## src/rtl/div236_seq_if.sv

```systemverilog
// div236_seq_if: request/result bundle between a requester and div236_seq.
//   start   : request pulse, sampled by the divider only while idle
//   operand : W-bit value to classify, captured on the accepting edge
//   busy    : high while bits are being streamed
//   done    : one-cycle pulse when divs is updated
//   divs    : {by2, by3, by6}, held until the next done
interface div236_seq_if #(parameter int W = 16);
    logic         start;
    logic [W-1:0] operand;
    logic         busy;
    logic         done;
    logic [2:0]   divs;
    modport master (output start, operand, input busy, done, divs);
    modport slave  (input start, operand, output busy, done, divs);
endinterface

```

## src/rtl/div236_seq.sv

```systemverilog
// div236_seq: bit-serial divisibility-by-2/3/6 classifier for a W-bit operand.
//   clk, rst : rising-edge clock, synchronous active-high reset
//   bus      : div236_seq_if slave (start/operand in, busy/done/divs out)
module div236_seq #(
    parameter int W = 16
) (
    input  logic          clk,
    input  logic          rst,
    div236_seq_if.slave   bus
);
    localparam int CW = (W > 1) ? $clog2(W) : 1;

    typedef enum logic [1:0] {IDLE, RUN, DONE} state_t;

    state_t        state;
    logic [W-1:0]  sr;
    logic          lsb;
    logic [1:0]    rem;
    logic [1:0]    rem_next;
    logic [CW-1:0] cnt;
    logic          bit_in;

    // Running mod-3 remainder of the MSB-first prefix: rem' = (2*rem + bit) mod 3.
    always_comb begin
        bit_in   = sr[W-1];
        rem_next = (rem == 2'd0) ? {1'b0, bit_in} :
                   (rem == 2'd1) ? (bit_in ? 2'd0 : 2'd2) :
                                   (bit_in ? 2'd2 : 2'd1);
    end

    always_ff @(posedge clk) begin
        if (rst) begin
            state    <= IDLE;
            bus.busy <= 1'b0;
            bus.done <= 1'b0;
            bus.divs <= 3'b000;
            rem      <= 2'd0;
            cnt      <= '0;
            sr       <= '0;
            lsb      <= 1'b0;
        end else begin
            case (state)
                IDLE: begin
                    bus.done <= 1'b0;
                    if (bus.start) begin
                        sr       <= bus.operand;
                        lsb      <= bus.operand[0];
                        rem      <= 2'd0;
                        cnt      <= CW'(W - 1);
                        bus.busy <= 1'b1;
                        state    <= RUN;
                    end
                end
                RUN: begin
                    rem <= rem_next;
                    sr  <= {sr[W-2:0], 1'b0};
                    if (cnt == '0) begin
                        // Final bit: publish using the remainder that includes it.
                        bus.busy <= 1'b0;
                        bus.done <= 1'b1;
                        bus.divs <= {~lsb, rem_next == 2'd0, ~lsb & (rem_next == 2'd0)};
                        state    <= DONE;
                    end else begin
                        cnt <= cnt - 1'b1;
                    end
                end
                default: begin
                    bus.done <= 1'b0;
                    state    <= IDLE;
                end
            endcase
        end
    end
endmodule

```

## src/flat_wrapper.sv

```systemverilog
// flat-port wrapper written by rule: the top's interface ports become plain ports
module div236_seq_flat 
#(
    parameter int W = 16
)
  (clk, rst, bus_start, bus_operand, bus_busy, bus_done, bus_divs);
  div236_seq_if #(.W(W)) bus_i ();
  input  logic clk;
  input  logic rst;
  input wire logic [$bits(bus_i.start)-1:0] bus_start;
  input wire logic [$bits(bus_i.operand)-1:0] bus_operand;
  output wire logic [$bits(bus_i.busy)-1:0] bus_busy;
  output wire logic [$bits(bus_i.done)-1:0] bus_done;
  output wire logic [$bits(bus_i.divs)-1:0] bus_divs;
  assign bus_i.start = bus_start;
  assign bus_i.operand = bus_operand;
  assign bus_busy = bus_i.busy;
  assign bus_done = bus_i.done;
  assign bus_divs = bus_i.divs;
  div236_seq #(.W(W)) u_core (.clk(clk), .rst(rst), .bus(bus_i));
endmodule
```

## config.mk

```make
export PLATFORM = sky130hd
export DESIGN_NAME = div236_seq_flat
export DESIGN_NICKNAME = d
export VERILOG_FILES = /design/src/rtl/div236_seq_if.sv /design/src/rtl/div236_seq.sv /design/src/flat_wrapper.sv
export SDC_FILE = /design/constraint.sdc
export NUM_CORES = 1
export LEC_CHECK = 0
export ABC_AREA = 1
export CORE_UTILIZATION = 54
export CTS_BUF_LIST = sky130_fd_sc_hd__clkbuf_16
export CTS_CLUSTER_DIAMETER = 200
export DETAILED_ROUTE_END_ITERATION = 10
export GPL_TIMING_DRIVEN = 0
export PLACE_DENSITY = 0.81
export SETUP_SLACK_MARGIN = 0.2
export SLEW_MARGIN = 20
export SYNTH_ARGS = -nofsm -noshare
export SYNTH_HDL_FRONTEND = slang
export SYNTH_SLANG_ARGS = --single-unit
export TNS_END_PERCENT = 50
```

## constraint.sdc

```tcl
create_clock -name clk -period 3.1 [get_ports clk]
set_input_delay 0.465 -clock clk [delete_from_list [all_inputs] [get_ports clk]]
set_output_delay 0.465 -clock clk [all_outputs]
set_load 0.02 [all_outputs]
```

# [Word level (Yosys, flattened, before mapping)]
# Index checks and enable logic that the tools add are counted.
[word_totals] register_bits=30 latch_bits=0 ram_bits=0 rom_bits=0 input_bits=19 out_inout_bits=5 elab_cells=46 mem_count=0
[op_classes] addsub=1 mul=0 div_mod_pow=0 n_lt_le_gt_ge=0 eq_ne=5 shift=0 n_mux=17 n_bitwise=3 n_reduce_logical=12
[op_table] operator="one-hot mux 16 bit (2 select lines)" n=1
[op_table] operator="2-to-1 mux 16 bit" n=1
[op_table] operator="2-to-1 mux 2 bit" n=7
[op_table] operator="2-to-1 mux 4 bit" n=2
[op_table] operator="one-hot mux 2 bit (2 select lines)" n=2
[op_table] operator="one-hot mux 4 bit (2 select lines)" n=1
[op_table] operator="AND reduction 2 bit" n=4
[op_table] operator="zero test 2 bit" n=3
[op_table] operator="AND reduction 3 bit" n=2
[op_table] operator="equality test 2 x 1 -> 1 bit, second input constant" n=2
[op_table] operator="zero test 4 bit" n=1
[op_table] operator="inequality test 2 bit, second input constant" n=2
[op_table] operator="subtractor 4 x 1 -> 4 bit, second input constant" n=1
[op_table] operator="2-to-1 mux 1 bit" n=2
[op_table] operator="inequality test 2 x 1 -> 1 bit, second input constant" n=1
[op_table] operator="inverter 1 bit" n=2
[op_table] operator="one-hot mux 1 bit (2 select lines)" n=1
[op_table] operator="nonzero test 2 bit" n=1
[op_table] operator="OR reduction 2 bit" n=1
[op_table] operator="AND 1 bit" n=1

# [Depth between registers and ports, before layout]
[depth] word_depth=5 depth_mapped=9 depth_no_buf=9

# [Worst setup path before layout]
# OpenSTA, ideal clock, no wires.
[synth_timing] path_kind="reg-to-reg" start="reg u_core.cnt[0]" end="reg u_core.bus.divs[0]" setup_ns=0.110 arrival_time_ns=1.105 required_ns=2.990 path_slack_ns=1.885 path_stages_with_launch=10 path_buffers=0 period_less_slack_ns=1.215 cell_sequence="dfxtp_1 -> inv_1 -> ha_1 -> nand3_1 -> nor2_4 -> inv_1 -> nand2_1 -> nand2_1 -> inv_1 -> nor2_1"
[synth_via] elab_chain_cells=2
[synth_rtl] item="from (decl)" line_no="div236_seq.sv:20" source="logic [CW-1:0] cnt;"
[synth_rtl] item="from (signal assigned)" line_no="div236_seq.sv:49" source="cnt <= CW'(W - 1);"
[synth_rtl] item="from (signal assigned)" line_no="div236_seq.sv:64" source="cnt <= cnt - 1'b1;"
[synth_rtl] item="zero test 4 bit" line_no="div236_seq.sv:57" source="if (cnt == '0) begin"
[synth_rtl] item="AND reduction 2 bit (no source line)"
[synth_rtl] item="to (signal assigned)" line_no="div236_seq.sv:61" source="bus.divs <= {~lsb, rem_next == 2'd0, ~lsb & (rem_next == 2'd0)};"
[synth_rtl] item="to (decl)" line_no="div236_seq_if.sv:14" source="modport slave (input start, operand, output busy, done, divs);"
# No other way between the ends.
# A chain may end at the register's enable or synchronous reset.

# [Final worst setup path]
[layout_timing] start="reg u_core.bus.busy" end="out bus_busy"
[layout_lines] item="from (decl)" line_no="div236_seq_if.sv:14"
[layout_lines] item="from (signal assigned)" line_no="div236_seq.sv:34" source="bus.busy <= 1'b0;"
[layout_lines] item="from (signal assigned)" line_no="div236_seq.sv:50" source="bus.busy <= 1'b1;"
[layout_lines] item="from (signal assigned)" line_no="div236_seq.sv:59" source="bus.busy <= 1'b0;"
[layout_lines] item="to (decl)" line_no="flat_wrapper.sv:12" source="output wire logic [$bits(bus_i.busy)-1:0] bus_busy;"
# No word-level cell between the ends.

==> flow_metrics.env <==
export IMPL_status="finished, final reports clean"
export IMPL_slew_viol_final=0
export IMPL_post_synth_top_count_cell="nand2_1"
export IMPL_diodes=0
export IMPL_reg2reg_depth=9
export IMPL_cts_buffer_depth=2
export IMPL_synthFlopType="dfxtp_1"
export IMPL_synth_async_reset_ratio=0
export IMPL_ctsHtreeMaxLevel=2
export IMPL_die_w_um=51.2
export IMPL_synth_cells=173
export IMPL_start_kind="flop"
export IMPL_num_rows=17
export IMPL_area_growth_pct=34.0
export IMPL_whs_ps=449
export IMPL_die_area_mm2=0.00262
export IMPL_grt_max_degree=11
export IMPL_post_cts_buffers=0
export IMPL_drt_wl_total_um=3290
export IMPL_worst_skew_pair_late_latency_ps=280
export IMPL_min_period_over_period=0.540
export IMPL_cpMaxStageDelayCell="clkdlybuf4s50_1"
export IMPL_drc=0
export IMPL_avgSynthCellArea_um2=7.56
export IMPL_clock_sinks=30
export IMPL_leakage_nw=0.697
export IMPL_cpPeakStageDelay_ps=600
export IMPL_max_cap_viol_count=0
export IMPL_gp_congestion=0.847
export IMPL_cp_end_kind="output pin"
export IMPL_cp_required_ps=2630
export IMPL_fmax_ghz=0.598
export IMPL_grt_ovfl_total=0
export IMPL_r2r_start="u_core.cnt[0]"
export IMPL_ys_seq_area_frac=0.459
export IMPL_grt_pass1_vias=1267
export IMPL_nNetsFinal=224
export IMPL_rrSetupSlack_ps=1650
export IMPL_cts_hold_buf=0
export IMPL_synth_area_mm2=0.00131
export IMPL_seqCellArea_um2=601
export IMPL_path_cells="clkdlybuf4s50_1"
export IMPL_design_portCount=24
export IMPL_drive_above_1_share=0.108
export IMPL_setup_tns_ps=0
export IMPL_grt_util_all_layers=0.296
export IMPL_via_per_inst=5.66
export IMPL_initial_core_util=0.580
export IMPL_hold_path_startpoint="u_core.bus.done"
export IMPL_path_max_fanout=2
export IMPL_ys_seq_elements=30
export IMPL_holdPathStages=2
export IMPL_fillCellCount=170
export IMPL_crit_start="u_core.bus.busy"
export IMPL_hold_violations=0
export IMPL_wl_per_cell_um=14.3
export IMPL_critPathArrivalTime_ps=1210
export IMPL_synth_warnings=0
export IMPL_synth_edf_count=0
export IMPL_hold_end="u_core.bus.done"
export IMPL_postRouteAntennaNets=0
export IMPL_antenna_found_initial=0
export IMPL_die_h_um=51.2
export IMPL_skew_ps=3.40
export IMPL_rsz0062_at_grt="no"
export IMPL_crit_buf_inv=1
export IMPL_post_cts_resize_count=0
export IMPL_place_hpwl_um=2170
export IMPL_clockRootBuffer="clkbuf_16"
export IMPL_first_pass_iters=4
export IMPL_hold_path_class="flop to flop"
export IMPL_finalSetupViolCount=0
export IMPL_syn_num_nets=195
export IMPL_path_clk_slew_ps=50
export IMPL_portBuffers=22
export IMPL_crit_type="flop to output pin"
export IMPL_grt_pass1_wl_um=5490
export IMPL_cts_tree="built"
export IMPL_rr_endpoint="u_core.bus.divs[0]"
export IMPL_yosys_top_cells_area="dfxtp_1 46%, nand2_1 12%, a21oi_1 5.4%, nand3_1 5.4%, inv_1 4.9%"
export IMPL_vias=1308
export IMPL_worst_pin_slew_ps=555
export IMPL_synth_common_cells="42 x nand2_1, 30 x dfxtp_1, 17 x inv_1"
export IMPL_p_total_mw=1.29
export IMPL_fp_coreArea_mm2=0.00225
export IMPL_numCtsBuffers=5
export IMPL_ir_drop_mv=0.610
export IMPL_drt_iter0_markers=52
export IMPL_crit_family="buffers and inverters"
export IMPL_period_minus_slack_ps=1670
export IMPL_slew_limit_headroom=0.630
export IMPL_synth_distinct_cells=24
export IMPL_netlist_top_cell_by_area="dfxtp_1"
export IMPL_multiInputGateArea_um2=588
export IMPL_synth_top_cell_area_share=0.459
export IMPL_power_density_mw_per_mm2=735
[kinds of logic after synthesis]
| group | synth area share |
|---|---|
| adder cells (fa/ha/maj) | 0.0287 |
| XOR/XNOR | 0.00670 |
| flip-flops | 0.459 |
| AO/OA/AOI/OAI | 0.168 |
| buffers and inverters | 0.0909 |
| AND/OR/NAND/NOR | 0.246 |
[how the worst max path moves through the flow]
| stage | endpoint | slack, ps | depth (start not counted) |
|---|---|---|---|
| 6_report | bus_busy | 1430 | 1 |
| 4_1_cts | bus_busy | 1420 | 1 |
| 3_5_place_dp | u_core.sr[11] | 1340 | 4 |
| 3_3_place_gp | u_core.sr[10] | 1350 | 4 |
| 2_1_floorplan | u_core.bus.divs[0] | 1890 | 9 |
| 5_1_grt | bus_divs[2] | 1390 | 1 |
[stage by stage]
stage / area, µm² / utilization / setup WS (ps) / cells
after detailed placement: 1560 / 0.693 / 1340 / 223
after global placement: 1560 / 0.693 / 1350 / 223
after CTS: 1750 / 0.777 / 1420 / 231
after floorplan: 1310 / - / 1890 / 173
final: 1750 / 0.777 / 1430 / 231
after global routing: 1750 / 0.777 / 1390 / 231
[registers in the layout (all words and copies together) (netlist names)]
name / flops
u_core.sr: 16
u_core.cnt: 4
u_core.bus.divs: 3
u_core.rem: 2
u_core.state: 2
u_core.bus.busy: 1
u_core.bus.done: 1
u_core.lsb: 1
[area by class of cell]
type                       instances  share of cell area
sequential                        30               0.343
multi-input combinational        116               0.336
timing repair buffer              22               0.126
clock buffer                       5              0.0714
inverter                          21              0.0450
clock inverter                     3              0.0364
buffer                             6              0.0229
tap                               28              0.0200
[cell usage in the layout, fill, tap and decap left out]
cell	netlist	routed
nand2_1	42	42
dfxtp_1	30	30
clkdlybuf4s50_1	0	22
inv_1	17	17
nand3_1	14	14
a21oi_1	14	14
nor2_1	13	13
a31oi_1	6	6
o21ai_1	5	5
o22ai_1	5	5
clkbuf_16	0	5
inv_2	4	4
o21ai_0	4	4
ha_1	3	3
nor2_4	2	2
buf_4	2	2
buf_2	2	2
o211ai_1	2	2
bufinv_16	0	2
nand3_2	1	1
o21ai_2	1	1
buf_6	1	1
clkbuf_1	1	1
nand4_1	1	1
nand2_2	1	1
xor2_1	1	1
o31ai_2	1	1
clkinv_1	0	1
[power by group]
group	leakage, nW	internal [mW]	total, mW	switching, mW
combinational	0.360	0.0858	0.214	0.128
clock	0.0915	0.457	0.628	0.171
sequential	0.246	0.423	0.445	0.0214
total	0.697	0.966	1.29	0.321
[routing by layer]
layer	share of wire	track usage	up-vias
li1	-	-	631
met1	0.40	0.327	600
met2	0.50	0.476	66
met3	0.072	0.110	11
met4	0.032	0.185	0
met5	0	0	-
(Power assumes the default switching activity.)
